==> config.mk <==
export PLATFORM = sky130hd
export DESIGN_NAME = fabric_initiator
export DESIGN_NICKNAME = d
export VERILOG_FILES = /design/src/rtl/fabric_initiator.sv
export SDC_FILE = /design/constraint.sdc
export NUM_CORES = 1
export LEC_CHECK = 0
export CORE_UTILIZATION = 40
export DETAILED_ROUTE_END_ITERATION = 8
export GPL_ROUTABILITY_DRIVEN = 0
export PLACE_DENSITY_LB_ADDON = 0.05
export SLEW_MARGIN = 20
export SYNTH_ARGS = -nofsm -noshare
export SYNTH_HDL_FRONTEND = slang
export SYNTH_SLANG_ARGS = --single-unit
==> constraint.sdc <==
create_clock -name clk -period 3.4 [get_ports clk]
set_input_delay 1.02 -clock clk [delete_from_list [all_inputs] [get_ports clk]]
set_output_delay 1.02 -clock clk [all_outputs]
set_load 0.02 [all_outputs]
==> src/rtl/fabric_initiator.sv <==
// fabric_initiator - host command FIFO and single-outstanding request master for fabric_simple.
// Issues one-cycle read/write strobes, waits for the fabric handshake, returns one response per command.
module fabric_initiator #(
  parameter int WIDTH   = 32,
  parameter int DEPTH   = 4,
  parameter int TIMEOUT = 16
) (
  input  logic             clk,
  input  logic             rst_n,
  input  logic             cmd_valid,
  output logic             cmd_ready,
  input  logic [1:0]       cmd_op,
  input  logic [WIDTH-1:0] cmd_data,
  output logic             rsp_valid,
  input  logic             rsp_ready,
  output logic [WIDTH-1:0] rsp_data,
  output logic             rsp_err,
  output logic             read_req,
  output logic             write_req,
  output logic [WIDTH-1:0] write_data,
  input  logic [WIDTH-1:0] read_data,
  input  logic             req_valid,
  input  logic             resp_valid,
  output logic             busy,
  output logic [7:0]       err_count
);

  localparam int AW = $clog2(DEPTH);
  localparam int CW = AW + 1;
  localparam int TW = $clog2(TIMEOUT + 1);

  typedef enum logic [1:0] {S_IDLE, S_WAIT, S_RESP} state_t;

  state_t state, state_n;

  logic [1:0]       op_mem   [DEPTH];
  logic [WIDTH-1:0] data_mem [DEPTH];
  logic [AW-1:0]    wr_ptr, rd_ptr;
  logic [CW-1:0]    count;
  logic [1:0]       op_q;
  logic [TW-1:0]    tcount;

  logic             push, pop, issue, resp_load, tcount_inc, resp_err_n;
  logic [WIDTH-1:0] resp_data_n;
  logic [1:0]       head_op;
  logic [WIDTH-1:0] head_data;

  assign cmd_ready = (count != CW'(DEPTH));
  assign rsp_valid = (state == S_RESP);
  assign busy      = (state != S_IDLE) || (count != '0);
  assign push      = cmd_valid && cmd_ready;
  assign pop       = (state == S_IDLE) && (count != '0);
  assign head_op   = op_mem[rd_ptr];
  assign head_data = data_mem[rd_ptr];

  // Storage needs no reset: only the pointers and count define valid contents.
  always_ff @(posedge clk) begin
    if (push) begin
      op_mem[wr_ptr]   <= cmd_op;
      data_mem[wr_ptr] <= cmd_data;
    end
  end

  always_ff @(posedge clk or negedge rst_n) begin
    if (!rst_n) begin
      wr_ptr <= '0;
      rd_ptr <= '0;
      count  <= '0;
    end else begin
      if (push) wr_ptr <= wr_ptr + 1'b1;
      if (pop)  rd_ptr <= rd_ptr + 1'b1;
      case ({push, pop})
        2'b10:   count <= count + 1'b1;
        2'b01:   count <= count - 1'b1;
        default: count <= count;
      endcase
    end
  end

  always_ff @(posedge clk or negedge rst_n) begin
    if (!rst_n) state <= S_IDLE;
    else        state <= state_n;
  end

  always_comb begin
    state_n     = state;
    issue       = 1'b0;
    resp_load   = 1'b0;
    resp_err_n  = 1'b0;
    resp_data_n = '0;
    tcount_inc  = 1'b0;
    case (state)
      S_IDLE: begin
        if (pop) begin
          if (head_op == 2'b00) begin
            state_n    = S_RESP;
            resp_load  = 1'b1;
            resp_err_n = 1'b1;
          end else begin
            state_n = S_WAIT;
            issue   = 1'b1;
          end
        end
      end
      S_WAIT: begin
        if (resp_valid) begin
          state_n   = S_RESP;
          resp_load = 1'b1;
          if (req_valid) resp_data_n = op_q[0] ? read_data : '0;
          else           resp_err_n  = 1'b1;
        end else if (tcount == TW'(TIMEOUT)) begin
          state_n    = S_RESP;
          resp_load  = 1'b1;
          resp_err_n = 1'b1;
        end else begin
          tcount_inc = 1'b1;
        end
      end
      S_RESP: begin
        if (rsp_ready) state_n = S_IDLE;
      end
      default: state_n = S_IDLE;
    endcase
  end

  always_ff @(posedge clk or negedge rst_n) begin
    if (!rst_n) begin
      read_req   <= 1'b0;
      write_req  <= 1'b0;
      write_data <= '0;
      op_q       <= 2'b00;
      tcount     <= '0;
      rsp_data   <= '0;
      rsp_err    <= 1'b0;
      err_count  <= 8'd0;
    end else begin
      // Strobes are only ever set on the issue edge, so each is one cycle wide.
      read_req  <= issue && head_op[0];
      write_req <= issue && head_op[1];
      if (issue) begin
        write_data <= head_data;
        op_q       <= head_op;
        tcount     <= '0;
      end else if (tcount_inc) begin
        tcount <= tcount + 1'b1;
      end
      if (resp_load) begin
        rsp_data <= resp_data_n;
        rsp_err  <= resp_err_n;
      end
      if ((state == S_RESP) && rsp_ready && rsp_err && (err_count != 8'hFF))
        err_count <= err_count + 8'd1;
    end
  end

endmodule

==> results.md, run 1 <==
- Commonest non-fill, non-tap cell in the layout: clkdlybuf4s50_1
- Worst Tran Pin Value: 776 ps
- Pins Over Slew Limit: 0
- DRC: 0
- Synth cell types: 38
- Routed Antenna Nets: 0
- NetSw: roughly 3.3 mW
- Core ar.: 21000 sq um
- Top cells by area, synth: edfxtp_1 (48%), dfrtp_1 (26%), mux4_2 (9.0%)
- CP Data Required Time: 2380 ps
- Worst path cell trace: nor3_1, nand2_1, clkdlybuf4s50_1
- Post-CTS resize count: 0
- Logic gate share of total power: a little over a third
- Worst-path fanout max: 3
- Port bufs: approximately 150
- Grt ovf: 0
- Internal Power: 7.51 mW
- Final hold vios: 0
- Max VDD drop: 0.000473 V
- Syn Area/Cell: 19.6 sq um
- Switching Share: 30.5%
- Primary FF master, synth: edfxtp_1
- Fin crit share: 86.9%
- All-Layer GR Usage: approximately 16%
- Final setup viols: 0
- CP max-delay cell: clkdlybuf4s50_1
- Vias in the first global route: roughly 4900
- Post-synth top area share: 47.8%
- R2r worst-path depth: 5
- F_max: approximately 340 MHz
- Layout Nets: 687
- Global-route wire length before repair: approximately 27000 um
- Max-cap violation count: 0
- Post-synth EDFFs: approximately 140
- DP Area: about 10000 sq um
- H-tree depth: 1
- Crit Path Class: flop to output pin
- Vias: 4520
- Setup TNS: 0 ps
- Clock power frac: between 20% and 30%
- Post-Layout Cell Count: roughly 900
- CP Capture Type: output pin
- CTS buffer count: 25
- Worst hold path type: flop to flop
- Relative slew slack: 48.2%
- Buf/Inv on CP: 1
- Cells on Worst Hold Path: 1
- Synthesized area: 8540 sq um
- Most frequent cells in the layout: clkdlybuf4s50_1 (148), edfxtp_1 (136), dfrtp_1 (88)
- Syn nets: between 500 and 600
- R2R Setup Slk: ~1200 ps
- Startpoint types: flop
- CTS sink cnt: around 230
- Clock Path Buffers: 3
- Placed Instances: between 800 and 900
- Total die area: around 22000 sq um
- Diodes inserted: 0
- Clk_lat worst skew: ~510 ps
- WP depth: 3
- Slowest Stage Delay on Critical Path: 570 ps
- Power Dens Cells: ~960 nW/um^2
- Top delay family on crit path: buffers and inverters
- Status: finished, final reports clean
- Synth warn: 0
- Part of the power in registers: between 30% and 40%
- DRT iter0 DRCs: between 150 and 200
- Post-CTS Hold Buffers: 0
- Vias per std cell: roughly 5
- Hold slack: 487 ps
- IO Pins: 150
- Fin area: roughly 11000 sq um
- Area grow syn2layout: 32.4%
- P_leak: around 4.3 nW
- #FFs+latches synth: 226
- Minimum clock period: between 2000 and 3000 ps
- Die W: approximately 150 um
- Clock root buffer: clkbuf_16
- Drt wl/cell: between 15 and 20 um
- Layout cell share with drive strength beyond 1: approximately a fifth
- Final wirelength: around 17000 um
- Post-DP HPWL: 10200 um
- Initial Utilization: about two fifths
- Die Span Y: 148 um
- Leading area contributor after synthesis: edfxtp_1
- Sequential-to-total area share from yosys stat: 74.2%
- Async SR Flop Fraction: approximately 40%
- Pin count of the biggest net entering global routing: between 50 and 60
- DRT Pass-1 Iters: 4
- RSZ-0062 raised after global routing: false
- Place WS: 565 ps
- Skew final: 13.7 ps
- Final setup margin: ~450 ps
- TritonCTS clock tree: yes
- Synth Instances: roughly 440
- Initial antenna violation count: 0
- # Post-CTS Setup Buffers: 0
- Critical Path AT: slightly below 2000 ps
- Num rows: between 50 and 60
- CTS clk-pin slew, worst paths: 60 ps
## kinds of logic after synthesis
group           synth area share (%)
simple gates                    2.94
mux                             14.2
compound gates                  3.85
flops                           74.2
xor+xnor                        1.74
buf+inv                         1.71
fa+ha+maj                       1.41
## cells in the mapped netlist, types with 4 or more instances
cell type and n:
nand2_1 8, edfxtp_1 136, dfrtp_1 90, mux2_4 14
mux4_2 34, buf_2 6, and3_1 7, xor2_1 9
clkbuf_1 7, mux2_2 20, nand3_1 6, xnor2_1 8
inv_1 11, nor2_1 7, a22o_1 32, buf_6 4
ha_1 8
## state kept, by name, indices dropped and copies added (netlist names)
register and cells:
write_req 1, data_mem 128, rsp_err 1, err_count 8, count 3, tcount 5
op_q 1, state 2, op_mem 8, rd_ptr 2, write_data 32, wr_ptr 2
rsp_data 32, read_req 1
## final timing paths
kind,to,from
worst max-delay path,busy,count[0]
worst min-delay path,err_count[6],err_count[6]
worst max register to register,write_data[3],rd_ptr[1]
worst min register to register,err_count[6],err_count[6]
max in group asynchronous,rsp_data[17],rst_n
min in group asynchronous,err_count[2],rst_n
## routing by layer
| metal | up-vias | global-route usage, % | wire length (um) |
|---|---|---|---|
| li1 | 2041 | - | - |
| met1 | 2317 | 22.2 | 7770 |
| met2 | 139 | 26.1 | 8170 |
| met3 | 23 | 3.68 | 1120 |
| met4 | 0 | 4.07 | 274 |
| met5 | - | 0 | 0 |
## per-stage QoR
| stage | utilization, % | power [mW] |
|---|---|---|
| final | 54.0 | 10.8 |
| after global routing | 54.0 | 11.4 |
| after CTS | 54.0 | 11.0 |
| after detailed placement | 50.0 | 8.22 |
| after global placement | 50.0 | 8.15 |
| after floorplan | - | 6.60 |
## area by class of cell
cell class              instances  area (sq um)
clock buffers                  36           717
repair buffers                162          1660
clock inverters                 9           125
multi-input cells             180          2080
inverters                      11          41.3
flip-flops and latches        226          6340
well taps                     275           344
fillers                      1714          9650
## power groups by stage
stage	registers (mW)	clock network [mW]	logic, mW
final	4.17	2.72	3.92
after global routing	4.26	2.89	4.24
after floorplan	4.60	0	2.01
after global placement	4.20	0	3.96
after detailed placement	4.22	0	4.00
after CTS	4.18	2.79	4.02
No activity file was read; power rests on OpenSTA's default activity.
==> run 2: changes to the inputs <==
==> constraint.sdc (replaced) <==
create_clock -name clk -period 2.85 [get_ports clk]
set_input_delay 0.855 -clock clk [delete_from_list [all_inputs] [get_ports clk]]
set_output_delay 0.855 -clock clk [all_outputs]
set_load 0.02 [all_outputs]
==> run 2 against run 1 <==
Effect of this change: count of clock-buffer cells in the layout is 7 lower; via count grew 1.4%; largest cell class unchanged; non-clock buffer count did not move; register-to-register slack worse by 580 ps; core utilization decreased by 0.32 points; sequential share of layout area increased by 0.34 points; combinational power is 18% higher; clock power increased by 11%; worst setup slack worse by 300 ps; routed wire length increased by 0.40%; critical path depth stayed put.
==> results.md, run 2 (synthesized netlist as in run 1, its figures left out) <==
- Startpoint types: flop
- CTS clk-pin slew, worst paths: 60 ps (about the same)
- Top reg by flops: data_mem
- Max FFs per register: 128 (unchanged)
- Setup TNS: 0 ps (unchanged)
- Worst-path fanout max: 3 (unchanged)
- Pin count of the biggest net entering global routing: 36 (-31%)
- CP Capture Type: output pin
- DRC: 0 (unchanged)
- Critical Path AT: 1850 ps (-80 ps)
- Placed Instances: 854 (unchanged)
- Clk_lat worst skew: 510 ps (about the same)
- Initial Utilization: 40.8% (unchanged)
- H-tree depth: 1 (unchanged)
- CP Data Required Time: 2000 ps (-380 ps)
- Met2 usage: 26.8% (+0.66 points)
- Clock root buffer: clkbuf_16
- Final hold vios: 0 (unchanged)
- Drt wl/cell: 19.3 um (+0.29%)
- Final setup viols: 0 (unchanged)
- Worst path cell trace: nor3_1, nand2_1, clkdlybuf4s50_1
- Die W: 148 um (unchanged)
- Area grow syn2layout: 31.6%
- Commonest non-fill, non-tap cell in the layout: clkdlybuf4s50_1
- Final wirelength: 17400 um (+0.40%)
- Initial antenna violation count: 0 (unchanged)
- CTS buffer count: 25 (unchanged)
- Clock Path Buffers: 3 (unchanged)
- IO Pins: 150 (unchanged)
- F_max: ~370 MHz
- Post-CTS Hold Buffers: 0 (unchanged)
- Crit Path Class: flop to output pin
- Minimum clock period: ~2700 ps
- Met1 usage: 21.8% (-0.34 points)
- Fillers: 1709 (-0.29%)
- GR peak layer: met2
- P_leak: 4.25 nW (-0.56%)
- Layout Nets: 687 (unchanged)
- Vias in the first global route: 4959 (+1.8%)
- Slowest Stage Delay on Critical Path: 560 ps (about the same)
- Biggest regs: data_mem (128), rsp_data (32), write_data (32)
- Buf/Inv on CP: 1 (unchanged)
- Vias: 4584 (+1.4%)
- Diodes inserted: 0 (unchanged)
- Most frequent cells in the layout: clkdlybuf4s50_1 (148), edfxtp_1 (136), dfrtp_1 (88)
- Die Span Y: 148 um (unchanged)
- Post-Layout Cell Count: 900 (+0.11%)
- Skew final: 7.23 ps (-6.45 ps)
- Post-CTS resize count: 0 (unchanged)
- CTS sink cnt: 226 (unchanged)
- Layout cell share with drive strength beyond 1: 21.1% (-0.034 points)
- Port bufs: 149 (unchanged)
- Pins Over Slew Limit: 0 (unchanged)
- Total die area: 21900 sq um (unchanged)
- Grt met3 use: 3.80% (+0.12 points)
- # Post-CTS Setup Buffers: 0 (unchanged)
- TritonCTS clock tree: yes
- Max-cap violation count: 0 (unchanged)
- Worst hold path type: primary input to asynchronous set/reset pin
- All-Layer GR Usage: 16.3% (+0.13 points)
- Post-DP HPWL: 10200 um (+0.32%)
- Num rows: 53 (unchanged)
- Fin crit share: 95.0%
- CP max-delay cell: clkdlybuf4s50_1
- RSZ-0062 raised after global routing: false
- Top delay family on crit path: buffers and inverters
- Worst Tran Pin Value: 587 ps (-190 ps)
- Max VDD drop: 0.000651 V (+38%)
- DRT iter0 DRCs: 204 (+21%)
- Place WS: 190 ps (-375 ps)
- Global-route wire length before repair: 27400 um (+1.8%)
- Power Dens Cells: 1120 nW/um^2 (+18%)
- Grt ovf: 0 (unchanged)
- Vias per std cell: 5.09 (+1.3%)
- Relative slew slack: 60.7% (+12 points)
- DRT Pass-1 Iters: 4 (unchanged)
- Core ar.: 21000 sq um (unchanged)
- Final setup margin: 143 ps (-303 ps)
- Routed Antenna Nets: 0 (unchanged)
- Status: finished, final reports clean
## run 2: final cells by class
| cell class | count | area (sq um) | area share [%] |
|---|---|---|---|
| flip-flops and latches | 226 | 6340 | 56.4 |
| clock inverters | 17 | 134 | 1.19 |
| repair buffers | 162 | 1660 | 14.8 |
| clock buffers | 29 | 641 | 5.70 |
| well taps | 275 | 344 | 3.06 |
| multi-input cells | 180 | 2080 | 18.5 |
| inverters | 11 | 41.3 | 0.367 |
## run 2: path summary, 6_finish.rpt
check	start	end	slack, ps	cells after the start
setup / recovery	count[1]	busy	140	3
hold / removal	rst_n	err_count[2]	310	1
setup reg to reg	state[0]	count[2]	650	7
hold reg to reg	err_count[6]	err_count[6]	490	1
max in group asynchronous	rst_n	rsp_data[20]	1800	2
min in group clk	err_count[6]	err_count[6]	490	1
## run 2: metal layers
metal	up-vias	share of wire, %
li1	2048	-
met1	2376	45
met2	131	48
met3	29	5.3
met4	0	2.0
met5	-	0
## run 2: through the flow
stage / hold WS [ps] / power (mW) / area, sq um / util [%]
3_3_place_gp: 472 / 9.71 / 10500 / 50.0
4_1_cts: 317 / 12.9 / 11200 / 53.6
2_1_floorplan: 464 / 7.88 / 8540 / -
3_5_place_dp: 484 / 9.77 / 10500 / 50.0
5_1_grt: 325 / 13.3 / 11200 / 53.6
6_report: 313 / 12.6 / 11200 / 53.6
## run 2: report_power, final
part / internal [mW] / switching [mW] / total (mW)
combinational: 2.44 / 2.19 / 4.63
sequential: 4.49 / 0.505 / 5.00
clock: 1.79 / 1.23 / 3.02
total: 8.72 / 3.93 / 12.6
## run 2: worst register-to-register path: stages (launching register included)
cell	delay [ps]
dfrtp_1	450
nor3_2	540
ha_1	300
inv_1	60
fa_1	370
xor2_1	150
nor2_1	110
xor2_1	140
